### src/rtl/rgbw_pkg.sv
// Shared constants for the RGBW PWM output stage.
package rgbw_pkg;

    localparam int unsigned DUTY_W_DEF  = 8;
    localparam int unsigned PRESC_W_DEF = 4;
    localparam logic [7:0]  PWM_CNT_MAX = 8'd254;

endpackage

### src/rtl/pwm_channel.sv
// One PWM channel: duty shadow register plus registered comparator.
module pwm_channel
    import rgbw_pkg::*;
#(
    parameter int unsigned DUTY_W = DUTY_W_DEF
) (
    input  logic              clk,
    input  logic              reset,
    input  logic              run,
    input  logic              load,
    input  logic [DUTY_W-1:0] cnt,
    input  logic [DUTY_W-1:0] duty_in,
    output logic              pwm
);

    logic [DUTY_W-1:0] duty_sh_q, duty_sh_d;
    logic              pwm_q, pwm_d;

    always_comb begin
        duty_sh_d = load ? duty_in : duty_sh_q;
        // Compare against the shadow in use this cycle; a same-cycle reload applies next clock.
        pwm_d     = run && (cnt < duty_sh_q);
    end

    always_ff @(posedge clk or posedge reset) begin
        if (reset) begin
            duty_sh_q <= '0;
            pwm_q     <= 1'b0;
        end else begin
            duty_sh_q <= duty_sh_d;
            pwm_q     <= pwm_d;
        end
    end

    assign pwm = pwm_q;

endmodule

### src/rtl/rgbw_pwm_generator.sv
// Four-channel PWM stage with prescaler and period-boundary shadow loading.
module rgbw_pwm_generator
    import rgbw_pkg::*;
#(
    parameter int unsigned DUTY_W  = DUTY_W_DEF,
    parameter int unsigned PRESC_W = PRESC_W_DEF
) (
    input  logic               clk,
    input  logic               reset,
    input  logic               enable,
    input  logic [PRESC_W-1:0] presc,
    input  logic [DUTY_W-1:0]  red_in,
    input  logic [DUTY_W-1:0]  green_in,
    input  logic [DUTY_W-1:0]  blue_in,
    input  logic [DUTY_W-1:0]  white_in,
    output logic               pwm_r,
    output logic               pwm_g,
    output logic               pwm_b,
    output logic               pwm_w,
    output logic               period_start
);

    localparam logic [DUTY_W-1:0] CntMax = DUTY_W'(PWM_CNT_MAX);

    logic [DUTY_W-1:0]  cnt_q, cnt_d;
    logic [PRESC_W-1:0] pcnt_q, pcnt_d;
    logic [PRESC_W-1:0] presc_sh_q, presc_sh_d;
    logic               run_q, run_d;
    logic               ps_q, ps_d;
    logic               tick;
    logic               load;
    logic               chan_run;

    assign tick     = run_q && (pcnt_q == presc_sh_q);
    // enable low wins over a boundary: no load and no period_start.
    assign load     = enable && (!run_q || (tick && (cnt_q == CntMax)));
    assign chan_run = enable && run_q;

    always_comb begin
        cnt_d      = cnt_q;
        pcnt_d     = pcnt_q;
        run_d      = run_q;
        ps_d       = 1'b0;
        presc_sh_d = load ? presc : presc_sh_q;
        if (!enable) begin
            run_d  = 1'b0;
            cnt_d  = '0;
            pcnt_d = '0;
        end else if (!run_q) begin
            run_d  = 1'b1;
            cnt_d  = '0;
            pcnt_d = '0;
            ps_d   = 1'b1;
        end else begin
            pcnt_d = tick ? '0 : pcnt_q + PRESC_W'(1);
            if (tick) begin
                if (cnt_q == CntMax) begin
                    cnt_d = '0;
                    ps_d  = 1'b1;
                end else begin
                    cnt_d = cnt_q + DUTY_W'(1);
                end
            end
        end
    end

    always_ff @(posedge clk or posedge reset) begin
        if (reset) begin
            cnt_q      <= '0;
            pcnt_q     <= '0;
            presc_sh_q <= '0;
            run_q      <= 1'b0;
            ps_q       <= 1'b0;
        end else begin
            cnt_q      <= cnt_d;
            pcnt_q     <= pcnt_d;
            presc_sh_q <= presc_sh_d;
            run_q      <= run_d;
            ps_q       <= ps_d;
        end
    end

    assign period_start = ps_q;

    pwm_channel #(.DUTY_W(DUTY_W)) u_chan_r (
        .clk(clk), .reset(reset), .run(chan_run), .load(load),
        .cnt(cnt_q), .duty_in(red_in), .pwm(pwm_r)
    );
    pwm_channel #(.DUTY_W(DUTY_W)) u_chan_g (
        .clk(clk), .reset(reset), .run(chan_run), .load(load),
        .cnt(cnt_q), .duty_in(green_in), .pwm(pwm_g)
    );
    pwm_channel #(.DUTY_W(DUTY_W)) u_chan_b (
        .clk(clk), .reset(reset), .run(chan_run), .load(load),
        .cnt(cnt_q), .duty_in(blue_in), .pwm(pwm_b)
    );
    pwm_channel #(.DUTY_W(DUTY_W)) u_chan_w (
        .clk(clk), .reset(reset), .run(chan_run), .load(load),
        .cnt(cnt_q), .duty_in(white_in), .pwm(pwm_w)
    );

endmodule

### config.mk
export PLATFORM = sky130hd
export DESIGN_NAME = rgbw_pwm_generator
export DESIGN_NICKNAME = d
export VERILOG_FILES = /design/src/rtl/rgbw_pkg.sv /design/src/rtl/pwm_channel.sv /design/src/rtl/rgbw_pwm_generator.sv
export SDC_FILE = /design/constraint.sdc
export NUM_CORES = 1
export LEC_CHECK = 0
export BUFFER_PORTS_ARGS = -buffer_cell sky130_fd_sc_hd__buf_2
export CORE_ASPECT_RATIO = 0.7
export CORE_MARGIN = 3
export CORE_UTILIZATION = 30
export CTS_CLUSTER_DIAMETER = 80
export DETAILED_ROUTE_END_ITERATION = 10
export HOLD_SLACK_MARGIN = 0.05
export PLACE_DENSITY = 0.54
export SYNTH_ARGS = -nofsm -noshare
export SYNTH_HDL_FRONTEND = slang
export SYNTH_SLANG_ARGS = --single-unit
### constraint.sdc
create_clock -name clk -period 4.69 [get_ports clk]
set_clock_uncertainty 0.15 [all_clocks]
set_input_delay 0 -clock clk [delete_from_list [all_inputs] [get_ports clk]]
set_output_delay 0 -clock clk [all_outputs]
set_load 0.01 [all_outputs]
Word level (Yosys, flattened, before mapping)
Cells that the tools add are included.
{"block": "word_totals", "elab_cells": 44, "input_bits": 39, "reg_bits": 54}
{"block": "classes", "order_cmp": 4, "muxes": 12, "eq_ne": 3, "addsub": 2, "reduce_logical": 10}
{"op": "8-bit less-than comparator", "n": 4}
{"op": "8-bit 2-to-1 mux", "n": 4}
{"op": "4-bit 2-to-1 mux", "n": 3}
{"op": "8-bit by 1-bit adder with 8-bit output, second input constant", "n": 1}
{"op": "8-bit equality test, second input constant", "n": 1}
{"op": "1-bit logical AND", "n": 8}
{"op": "1-bit 2-to-1 mux", "n": 5}
{"op": "4-bit by 1-bit adder with 4-bit output, second input constant", "n": 1}
{"op": "4-bit equality test", "n": 1}
{"op": "3-bit by 2-bit != test with 1-bit output, second input constant", "n": 1}
{"op": "1-bit zero test", "n": 1}
{"op": "1-bit logical OR", "n": 1}

Longest topological paths before layout
{"block": "logic_depth", "depth_word": 5, "ltp_mapped": 8, "ltp_nobuf": 6}

By module
From an unflattened synthesis, not the netlist that was laid out.
{"block": "unflattened", "hier_cells": 302, "hier_area_um2": 2976.6}
{"module": "pwm_channel", "area_per_inst_um2": 493.0, "cells_per_inst": 52, "instances": 4}
{"module": "rgbw_pwm_generator", "area_per_inst_um2": 1004.7, "cells_per_inst": 94, "instances": 1}

Least setup slack after synthesis
OpenSTA, ideal clock, no wires.
{"block": "synth_path", "path_type": "reg-to-reg", "start": "register cnt_q[0]", "end": "register presc_sh_q[0]", "setup_ns": 0.125, "arrival_ns": 1.852, "synth_period_minus_slack_ns": 2.127, "path_slack_ns": 2.563, "stages_incl_launch_ff": 9, "path_cell_list": "dfrtp_1 clkbuf_1 inv_1 ha_1 nand4_1 nor2_1 a31oi_4 buf_6 mux2_4"}
{"block": "synth_via", "elab_chain_len": 4}
{"item": "start: declaration", "line_no": "rgbw_pwm_generator.sv:25", "rtl": "logic [DUTY_W-1:0] cnt_q, cnt_d;"}
{"item": "start signal: assignment", "line_no": "rgbw_pwm_generator.sv:75", "rtl": "cnt_q <= cnt_d;"}
{"item": "8-bit equality test", "line_no": "rgbw_pwm_generator.sv:36", "rtl": "assign load = enable && (!run_q || (tick && (cnt_q == CntMax)));"}
{"item": "1-bit logical AND", "line_no": "rgbw_pwm_generator.sv:36"}
{"item": "1-bit logical OR", "line_no": "rgbw_pwm_generator.sv:36"}
{"item": "1-bit logical AND", "line_no": "rgbw_pwm_generator.sv:36"}
{"item": "end signal: assignment", "line_no": "rgbw_pwm_generator.sv:77", "rtl": "presc_sh_q <= presc_sh_d;"}
{"item": "end: declaration", "line_no": "rgbw_pwm_generator.sv:27", "rtl": "logic [PRESC_W-1:0] presc_sh_q, presc_sh_d;"}
Every way passes these cells.
A chain may end at the register's enable or synchronous reset.

Worst setup path in the final report
{"block": "layout_path", "start": "register cnt_q[0]", "end": "register u_chan_r.duty_sh_q[7]"}
{"block": "layout_via", "elab_chain_len": 4}
{"item": "8-bit equality test", "line_no": "rgbw_pwm_generator.sv:36"}
{"item": "1-bit logical AND", "line_no": "rgbw_pwm_generator.sv:36"}
{"item": "1-bit logical OR", "line_no": "rgbw_pwm_generator.sv:36"}
{"item": "1-bit logical AND", "line_no": "rgbw_pwm_generator.sv:36"}
{"item": "end signal: assignment", "line_no": "pwm_channel.sv:30", "rtl": "duty_sh_q <= duty_sh_d;"}
{"item": "end: declaration", "line_no": "pwm_channel.sv:16", "rtl": "logic [DUTY_W-1:0] duty_sh_q, duty_sh_d;"}
Every way passes these cells.

==> metrics <==
IO Count=44; CTS Buf Count=5; Hold Path Sink=run_q; H-tree levels=2; Peak VDD IR=0.000124 V; largest net degree at the start of global routing=55; post-CTS setup buffers=0; GRT Overall Usage=0.123; CP arrival=2.94 ns; Fmax=0.345 GHz; TritonCTS clock tree=done; Initial Util=0.319; CP required=4.72 ns; Die ar.=0.0112 mm2; drt wl/cell=between 10 and 15 um; Cell Area, Placed=about 0.0033 mm2; capturing element type of the critical path=register; fin area=a little under 0.004 mm2; DRC=0; Layout area overhead=28.5%; Synth Register Bits=54; WL final=around 6300 um; Inserted Diodes=0; CP Launch Type=register; Power Density=~290 mW/mm2; flop2flop setup slack=1.79 ns; drt first-iter violations=~110; GPL Wtd Cong=around 0.74; commonest non-fill, non-tap cell in the layout=dfrtp_1; Row Count=29; Seq/Total Area, Yosys=0.452; Via density=4.62; post-synth net total=about 320; Synth Cell Area=0.00299 mm2; Synth cell types=31; max-slew violation count=0; Worst Hold Launch=enable; first-pass GRT wire length=11000 um; total chip power=1.13 mW; unrepaired setup endpoints after global routing=false; WS Path Type=register to register; Final ANT Viol Nets=0; worst skew pair latency=approximately 0.3 ns; area of the core=0.00936 mm2; Slew Limit Headroom=0.317; final hold violations=0; commonest cells after routing, fill and taps aside=dfrtp_1, buf_2, dlygate4sd3_1, ha_1, inv_1; number of global-route vias before repair=2225; CTS Buffer Depth=2; R2R cell count=7; clk sink count=between 50 and 60; CP Max Fanout=26; Mapped Cells=253; setup TNS=0 ns; Pre-Repair DR Iteration Count=4; via count=approximately 2100; status=finished, final reports clean; Clk pin slew, worst setup/hold paths=approximately 0.070 ns; transition time of the tightest slew-check pin=1.02 ns; # setup viols final=0; IO buf count=43; initial antenna violation count=0; layout cell share with drive strength beyond 1=0.277; Tmin final=2.90 ns; MaxCap Viol Count=0; HPWL after DPL=4460 um; Reg-to-Reg Start=cnt_q[0]; leakage=1.94 nW; Die Wd=125 um; Ys Warns=0; worst reg2reg path endpoint=u_chan_r.duty_sh_q[7]; post-synthesis average cell area=11.8 um2; Die H=89.5 um; Final #Nets=405; clk root buf=clkbuf_16; GR Overflow Total=0; HP Class=input pin to register; hold path depth=2; fin crit share=0.619
## layout make-up
cell class | instances | area (um2)
timing repair buffer | 83 | 611
inverter | 31 | 116
clock inverter | 1 | 5.00
fill | 920 | 5520
sequential | 54 | 1350
tap | 124 | 155
clock buffer | 7 | 143
multi-input combinational | 160 | 1460
## power breakdown
group | internal (mW) | switching, mW
logic | 0.120 | 0.0824
registers | 0.515 | 0.0305
clock network | 0.212 | 0.168
total | 0.847 | 0.281
## worst max-delay path, cell delays in order (launching register included)
cell,delay [ns]
dfrtp_1,0.52
inv_1,0.08
ha_1,0.21
nand4_1,0.08
nor2_1,0.14
a31oi_4,0.86
buf_4,0.38
mux2_2,0.36
## per-stage QoR
| step | worst slack, ns | std cells | hold WS [ns] | utilization |
|---|---|---|---|---|
| finish | 1.79 | 460 | 0.294 | 0.411 |
| CTS | 1.73 | 460 | 0.283 | 0.411 |
| detailed placement | 1.74 | 414 | 0.0395 | 0.354 |
| global route | 1.55 | 460 | 0.309 | 0.411 |
| floorplan | 2.56 | 253 | -0.119 | - |
| global placement | 1.82 | 414 | 0.0344 | 0.354 |
## kinds of logic (layout without fill, tap and decap cells)
group / count (synthesis) / count (layout) / synth area share
DFF: 54 / 54 / 0.452
and+or+nand+nor: 47 / 47 / 0.0912
AOI/OAI and AO/OA: 40 / 40 / 0.0900
buffers and inverters: 39 / 122 / 0.0590
muxes: 36 / 36 / 0.161
adders and majority gates: 31 / 31 / 0.130
xor gates and xnor gates: 6 / 6 / 0.0176
## metal layers
layer	up-vias	part of all wire	track usage
met1	1018	0.54	0.176
met5	-	0	0
met3	5	0.047	0.0304
met4	0	0.0073	0.0354
li1	1055	-	-
met2	48	0.41	0.188
## worst max-delay path by stage
stage | to | from | cells past startpoint
final | u_chan_r.duty_sh_q[7] | cnt_q[0] | 7
after global routing | u_chan_g.duty_sh_q[7] | cnt_q[0] | 7
after CTS | u_chan_r.duty_sh_q[7] | cnt_q[0] | 7
after detailed placement | u_chan_r.duty_sh_q[7] | cnt_q[0] | 7
after global placement | u_chan_r.duty_sh_q[7] | cnt_q[0] | 7
after floorplan | presc_sh_q[0] | cnt_q[0] | 8
## synth_stat cells
cell | number | share of area
dfrtp_1 | 54 | 0.45
ha_1 | 31 | 0.13
inv_1 | 31 | 0.039
mux2_4 | 20 | 0.10
a21oi_1 | 16 | 0.027
mux2_2 | 15 | 0.056
and3_1 | 10 | 0.021
nand2_1 | 9 | 0.011
o21ai_0 | 9 | 0.015
nor2b_1 | 5 | 0.010
xnor2_1 | 5 | 0.015
a2111o_1 | 4 | 0.015
a31o_2 | 4 | 0.012
a31oi_1 | 4 | 0.0084
buf_6 | 4 | 0.015
clkbuf_1 | 4 | 0.0050
nand2b_1 | 4 | 0.0084
nor2_1 | 4 | 0.0050
nor4b_1 | 4 | 0.012
nand3_1 | 3 | 0.0050
nand4_1 | 2 | 0.0042
or3_1 | 2 | 0.0042
a31oi_4 | 1 | 0.0071
a32o_1 | 1 | 0.0033
and2_1 | 1 | 0.0021
and4_1 | 1 | 0.0029
mux2_1 | 1 | 0.0038
nor3b_1 | 1 | 0.0025
o31ai_1 | 1 | 0.0025
or4_1 | 1 | 0.0025
xor2_1 | 1 | 0.0029
## flip-flops by register name, summed over array words and instances, names as in the netlist, 4 cells and up
register            cells
cnt_q                   8
pcnt_q                  4
presc_sh_q              4
u_chan_b.duty_sh_q      8
u_chan_g.duty_sh_q      8
u_chan_r.duty_sh_q      8
u_chan_w.duty_sh_q      8
## what timing repair did
item / CTS / global route
hold endpoints to repair: 91 / 0
hold buffers: 38 / 0
gates resized for setup: 0 / 0
Power figures use the tool's default switching activity.
